$ cat config.mk
export PLATFORM = sky130hd
export DESIGN_NAME = hs_tx4p
export DESIGN_NICKNAME = d
export VERILOG_FILES = /design/src/rtl/hs_tx4p.sv
export SDC_FILE = /design/constraint.sdc
export NUM_CORES = 1
export LEC_CHECK = 0
export CORE_MARGIN = 2
export CORE_UTILIZATION = 36
export DETAILED_ROUTE_END_ITERATION = 10
export PLACE_DENSITY = 0.63
export SLEW_MARGIN = 20
export SYNTH_ARGS = -nofsm -noshare
export SYNTH_HDL_FRONTEND = slang
export SYNTH_SLANG_ARGS = --single-unit
$ cat constraint.sdc
create_clock -name clk -period 2.1 [get_ports clk]
set_clock_uncertainty 0.15 [all_clocks]
set_input_delay 0.315 -clock clk [delete_from_list [all_inputs] [get_ports clk]]
set_output_delay 0.315 -clock clk [all_outputs]
set_load 0.02 [all_outputs]
$ cat src/rtl/hs_tx4p.sv
// Four-phase req/ack handshake transmitter: holds a captured word on data_out
// while driving req, waits for the synchronised acknowledge, then returns to zero.
module hs_tx4p #(
  parameter int WIDTH       = 8,
  parameter int SYNC_STAGES = 2,
  parameter int TIMEOUT     = 255
) (
  input  logic             clk,
  input  logic             rst_n,
  input  logic             send,
  input  logic [WIDTH-1:0] data_in,
  output logic             ready,
  output logic             req,
  output logic [WIDTH-1:0] data_out,
  input  logic             ack_async,
  output logic             done,
  output logic             err
);

  // A zero TIMEOUT still needs a one-bit counter so the port-free logic stays legal.
  localparam int CNT_W = (TIMEOUT < 1) ? 1 : $clog2(TIMEOUT + 1);
  localparam logic [CNT_W-1:0] CNT_MAX  = {CNT_W{1'b1}};
  localparam logic [CNT_W-1:0] CNT_LAST = CNT_W'((TIMEOUT > 0) ? (TIMEOUT - 1) : 0);
  localparam logic TO_EN = (TIMEOUT != 0);

  typedef enum logic [1:0] {
    ST_IDLE = 2'd0,
    ST_REQ  = 2'd1,
    ST_REL  = 2'd2
  } state_t;

  state_t                 state_r, state_nxt_s;
  logic [SYNC_STAGES-1:0] sync_r;
  logic                   ack_s;
  logic [CNT_W-1:0]       cnt_r, cnt_nxt_s;
  logic                   abort_r, abort_nxt_s;
  logic                   req_nxt_s, done_nxt_s, err_nxt_s;
  logic [WIDTH-1:0]       data_nxt_s;

  assign ack_s = sync_r[SYNC_STAGES-1];
  assign ready = (state_r == ST_IDLE);

  // Acknowledge synchroniser chain.
  always_ff @(posedge clk or negedge rst_n) begin
    if (!rst_n) begin
      sync_r <= '0;
    end else begin
      sync_r <= {sync_r[SYNC_STAGES-2:0], ack_async};
    end
  end

  // Next-state and next-output decode for the handshake FSM.
  always_comb begin
    state_nxt_s = state_r;
    cnt_nxt_s   = cnt_r;
    abort_nxt_s = abort_r;
    req_nxt_s   = req;
    data_nxt_s  = data_out;
    done_nxt_s  = 1'b0;
    err_nxt_s   = 1'b0;
    case (state_r)
      ST_IDLE: begin
        if (send) begin
          data_nxt_s  = data_in;
          req_nxt_s   = 1'b1;
          cnt_nxt_s   = '0;
          abort_nxt_s = 1'b0;
          state_nxt_s = ST_REQ;
        end else begin
          state_nxt_s = ST_IDLE;
        end
      end
      ST_REQ: begin
        if (ack_s) begin
          req_nxt_s   = 1'b0;
          state_nxt_s = ST_REL;
        end else if (TO_EN && (cnt_r == CNT_LAST)) begin
          req_nxt_s   = 1'b0;
          err_nxt_s   = 1'b1;
          abort_nxt_s = 1'b1;
          state_nxt_s = ST_REL;
        end else if (cnt_r != CNT_MAX) begin
          cnt_nxt_s = cnt_r + CNT_W'(1'b1);
        end else begin
          cnt_nxt_s = cnt_r;
        end
      end
      ST_REL: begin
        // An aborted transfer still returns through REL but reports no completion.
        if (!ack_s) begin
          done_nxt_s  = ~abort_r;
          abort_nxt_s = 1'b0;
          state_nxt_s = ST_IDLE;
        end else begin
          state_nxt_s = ST_REL;
        end
      end
      default: begin
        req_nxt_s   = 1'b0;
        abort_nxt_s = 1'b0;
        cnt_nxt_s   = '0;
        state_nxt_s = ST_IDLE;
      end
    endcase
  end

  // FSM state and registered handshake outputs.
  always_ff @(posedge clk or negedge rst_n) begin
    if (!rst_n) begin
      state_r  <= ST_IDLE;
      cnt_r    <= '0;
      abort_r  <= 1'b0;
      req      <= 1'b0;
      data_out <= '0;
      done     <= 1'b0;
      err      <= 1'b0;
    end else begin
      state_r  <= state_nxt_s;
      cnt_r    <= cnt_nxt_s;
      abort_r  <= abort_nxt_s;
      req      <= req_nxt_s;
      data_out <= data_nxt_s;
      done     <= done_nxt_s;
      err      <= err_nxt_s;
    end
  end

endmodule
==> results of run 1 <==
worst paths after layout:
check,endpoint,cells past startpoint
max,ready,2
min,cnt_r[4],2
max reg2reg,cnt_r[6],6
min reg2reg,sync_r[1],0
max in group asynchronous,state_r[0],2
min in group clk,sync_r[1],0
layout make-up:
type                       instances  area (µm²)
inverter                           3        11.3
fill                             305        1580
sequential                        24         602
timing repair buffer              26         253
tap                               44        55.1
clock inverter                     1        30.0
multi-input combinational         67         500
clock buffer                       3        22.5
flip-flops by register name (all words and copies together), names as in the netlist:
register,count
abort_r,1
cnt_r,8
data_out,8
done,1
err,1
req,1
state_r,2
sync_r,2
cells in the mapped netlist, types with 3 or more instances:
master / instances
sky130_fd_sc_hd__nand3_1: 4
sky130_fd_sc_hd__buf_6: 4
sky130_fd_sc_hd__o31ai_1: 6
sky130_fd_sc_hd__nand2_1: 6
sky130_fd_sc_hd__dfrtp_1: 24
sky130_fd_sc_hd__nor2_1: 6
sky130_fd_sc_hd__mux2_2: 8
sky130_fd_sc_hd__nor4_1: 3
sky130_fd_sc_hd__inv_1: 3
power by group through the flow:
stage	Combinational [mW]	Clock (mW)	Sequential, mW
after floorplan	0.481	0	0.791
after global placement	0.822	0	0.712
after detailed placement	0.838	0	0.717
after CTS	0.839	0.349	0.706
after global routing	0.900	0.366	0.735
final	0.832	0.339	0.709
per-layer routing:
metal	up-vias	GRT usage (%)	wire length, µm
li1	408	-	-
met1	415	17.8	1020
met2	13	20.3	1030
met3	4	2.13	53
met4	0	8.07	36
met5	-	0	0
cells by family after synthesis:
logic type,count (synthesis)
AND/OR/NAND/NOR,36
flip-flops,24
AO/OA/AOI/OAI,20
multiplexers,9
buffers and inverters,7
adder cells (fa/ha/maj),2
placed cells by master, fill, tap and decap left out, drive strengths merged, types with 2 or more instances in the layout:
cell           Yosys  layout
a211o              2       2
a21oi              3       3
and3               2       2
buf                4       3
clkbuf             0       3
clkdlybuf4s50      0      23
dfrtp             24      24
ha                 2       2
inv                3       3
mux2               8       8
nand2              6       6
nand2b             2       2
nand3              4       4
nor2               6       6
nor2b              2       2
nor3               3       3
nor4               4       4
o22a               2       2
o31ai              6       6
or2                2       2
or2b               2       2
stage by stage:
step	cell area, µm²	utilization, %	hold slack [ns]	setup WS [ns]
finish	1470	48.3	0.182	0.0977
global route	1470	48.3	0.203	0.0231
CTS	1470	48.2	0.186	0.0506
detailed placement	1420	46.5	0.189	0.104
global placement	1420	46.5	0.182	0.120
floorplan	1160	-	-0.131	0.376
timing repair:
action                                  CTS  global route
gates resized for setup                   0             1
hold endpoints to repair                  0             0
endpoints found under the setup margin    0             1
==> impl_metrics.prom, run 1 <==
# TYPE chip_impl_metric gauge
chip_impl_info{name="run_status",value="finished clean"} 1
chip_impl_metric{name="core_area",unit="µm²"} 3050
chip_impl_metric{name="synth_edf_count",unit=""} 0
chip_impl_metric{name="critical_path.max_fanout",unit=""} 9
chip_impl_metric{name="synth_async_sr_flop_share",unit="%"} 100
chip_impl_metric{name="grt_util_all_layers",unit="%"} 13.3
chip_impl_info{name="crit_chain",value="nor2_1 -> clkdlybuf4s50_1"} 1
chip_impl_metric{name="r2r_setup_slack",unit="ns"} 0.23
chip_impl_metric{name="power_density",unit="nW/µm²"} 1280
chip_impl_metric{name="seqPwrFrac",unit="%"} 37.7
chip_impl_metric{name="pwr-share-clk",unit="%"} 18.0
chip_impl_metric{name="num-nets-final",unit=""} 139
chip_impl_metric{name="simple_gate_fraction_of_synth_area",unit="%"} 19.4
chip_impl_metric{name="share_of_cells_above_drive_strength_1",unit="%"} 19.4
chip_impl_metric{name="hold_viol_final",unit=""} 0
chip_impl_info{name="most_area_consuming_cells_after_synthesis",value="sky130_fd_sc_hd__dfrtp_1 (52%), sky130_fd_sc_hd__mux2_2 (7.8%), sky130_fd_sc_hd__buf_6 (3.9%), sky130_fd_sc_hd__o31ai_1 (3.9%), sky130_fd_sc_hd__ha_1 (2.2%)"} 1
chip_impl_metric{name="fraction_of_the_cycle_the_final_worst_path_needs",unit="%"} 95.3
chip_impl_metric{name="num_antenna_cells",unit=""} 0
chip_impl_metric{name="max-clock-path-buffers",unit=""} 2
chip_impl_info{name="yosys_most_used_dff",value="sky130_fd_sc_hd__dfrtp_1"} 1
chip_impl_metric{name="crit_required",unit="ns"} 1.63
chip_impl_metric{name="ir_drop",unit="µV"} 463
chip_impl_metric{name="post_cts_hold_buffer_count",unit=""} 0
chip_impl_metric{name="grt_first_pass_wirelength",unit="µm"} 3630
chip_impl_metric{name="floorplan.die_area",unit="µm²"} 3680
chip_impl_metric{name="routed_wl",unit="µm"} 2150
chip_impl_metric{name="globalRouteOverflowTotal",unit=""} 0
chip_impl_metric{name="syn_avg_cell_area",unit="µm²"} 11.8
chip_impl_metric{name="post_synthesis_cell_area",unit="µm²"} 1160
chip_impl_metric{name="avgViaCountPerCell",unit=""} 5.00
chip_impl_metric{name="die_width",unit="µm"} 60.7
chip_impl_metric{name="maxSlewViolCount",unit=""} 0
chip_impl_metric{name="internal-power",unit="mW"} 1.20
chip_impl_info{name="critical_path.reg2reg.startpoint",value="cnt_r[0]"} 1
chip_impl_metric{name="synth.net_count",unit=""} 112
chip_impl_metric{name="setup_tns_after_final_layout",unit="ns"} 0
chip_impl_metric{name="synth.lib_cells_used.distinct",unit=""} 35
chip_impl_metric{name="p_switching",unit="mW"} 0.677
chip_impl_metric{name="critPathBufInv",unit=""} 1
chip_impl_info{name="grt_setup_unrepaired",value="no"} 1
chip_impl_metric{name="layout.cells.non_filler",unit=""} 168
chip_impl_metric{name="postCtsSetupRepairBufs",unit=""} 0
chip_impl_info{name="holdCritPathClass",value="primary input to async pin"} 1
chip_impl_metric{name="insertion_delay",unit="ns"} 0.32
chip_impl_info{name="cts_tree",value="yes"} 1
chip_impl_metric{name="grt_max_degree",unit=""} 25
chip_impl_metric{name="number_of_placed_instances_with_taps_included",unit=""} 164
chip_impl_metric{name="clock_tree.htree_level_count",unit=""} 1
chip_impl_metric{name="antenna_violating_nets_post_route",unit=""} 0
chip_impl_info{name="critPathCaptureType",value="output pin"} 1
chip_impl_metric{name="area_fraction_of_the_dominant_cell_type_after_synthesis",unit="%"} 51.9
chip_impl_metric{name="clk_pin_slew",unit="ns"} 0.14
chip_impl_metric{name="first_global_vias",unit=""} 838
chip_impl_metric{name="synthesized_area_fraction_occupied_by_ao_oa_aoi_and_oai_cells",unit="%"} 13.1
chip_impl_metric{name="area_delta_synth_final",unit="%"} 27.4
chip_impl_metric{name="synth-adder-area-share",unit="%"} 2.16
chip_impl_metric{name="fin_total_pwr",unit="mW"} 1.88
chip_impl_metric{name="finalSetupViolCount",unit=""} 0
chip_impl_info{name="critical_path.startpoint",value="state_r[0]"} 1
chip_impl_metric{name="yosys_warnings",unit=""} 0
chip_impl_metric{name="portBuffers",unit=""} 23
chip_impl_metric{name="max_slew.worst_pin.slew",unit="ns"} 0.497
chip_impl_info{name="dominant_delay_contributor_by_cell_family_on_the_critical_path",value="buffers and inverters"} 1
chip_impl_metric{name="power.switching_fraction",unit="%"} 36.0
chip_impl_metric{name="static-leakage-power",unit="nW"} 0.635
chip_impl_info{name="synth.largest_area_cell",value="sky130_fd_sc_hd__dfrtp_1"} 1
chip_impl_metric{name="die-height",unit="µm"} 60.7
chip_impl_info{name="critical_path.startpoint_type",value="flop"} 1
chip_impl_metric{name="fmax",unit="GHz"} 0.499
chip_impl_metric{name="final_period_demand_of_the_worst_path",unit="ns"} 2.00
chip_impl_metric{name="yosys.area_share.xor_xnor",unit="%"} 0
chip_impl_metric{name="number_of_register_bits_inferred_by_synthesis",unit=""} 24
chip_impl_metric{name="clock-sinks",unit=""} 24
chip_impl_metric{name="drc",unit=""} 0
chip_impl_metric{name="synth.mux.area_fraction",unit="%"} 8.65
chip_impl_metric{name="maxCapViolCount",unit=""} 0
chip_impl_metric{name="critPathMaxStageDelay",unit="ns"} 0.61
chip_impl_info{name="critical_path.slowest_cell",value="sky130_fd_sc_hd__clkdlybuf4s50_1"} 1
chip_impl_metric{name="cts_buffers",unit=""} 3
chip_impl_metric{name="placement_rows",unit=""} 20
chip_impl_metric{name="grt_antenna_before_repair",unit=""} 0
chip_impl_metric{name="detail_route.iter0.violations",unit=""} 14
chip_impl_metric{name="syn_inst",unit=""} 98
chip_impl_metric{name="timing.max_slew.rel_slack",unit="%"} 66.8
chip_impl_info{name="combinational_family_with_the_most_area_after_synthesis",value="simple AND/OR/NAND/NOR gates"} 1
chip_impl_info{name="worst-setup-path-type",value="flop to output pin"} 1
chip_impl_metric{name="seq_area_frac_synth",unit="%"} 51.9
chip_impl_metric{name="initial_utilization",unit="%"} 37.9
chip_impl_metric{name="hpwl",unit="µm"} 1570
chip_impl_metric{name="combPwrFrac",unit="%"} 44.2
chip_impl_info{name="clk_root_buffer_cell",value="sky130_fd_sc_hd__clkbuf_4"} 1
chip_impl_metric{name="drt_pass_1_iters",unit=""} 4
chip_impl_metric{name="place_congestion",unit=""} 0.861
chip_impl_metric{name="number_of_top_level_pins",unit=""} 24
chip_impl_metric{name="vias_after_detailed_routing",unit=""} 840
chip_impl_metric{name="cp_data_arrival_time",unit="ns"} 1.54
chip_impl_metric{name="wl_per_cell",unit="µm"} 12.8
(Power assumes the default switching activity.)
==> run 2, diff against run 1 <==
--- a/config.mk
+++ b/config.mk
@@ -9,6 +9,7 @@
 export CORE_UTILIZATION = 36
 export DETAILED_ROUTE_END_ITERATION = 10
 export PLACE_DENSITY = 0.63
+export SKIP_LAST_GASP = 1
 export SLEW_MARGIN = 20
 export SYNTH_ARGS = -nofsm -noshare
 export SYNTH_HDL_FRONTEND = slang
==> results of run 2 <==
No change in the layout: final DEF, timing and power equal those of run 1.
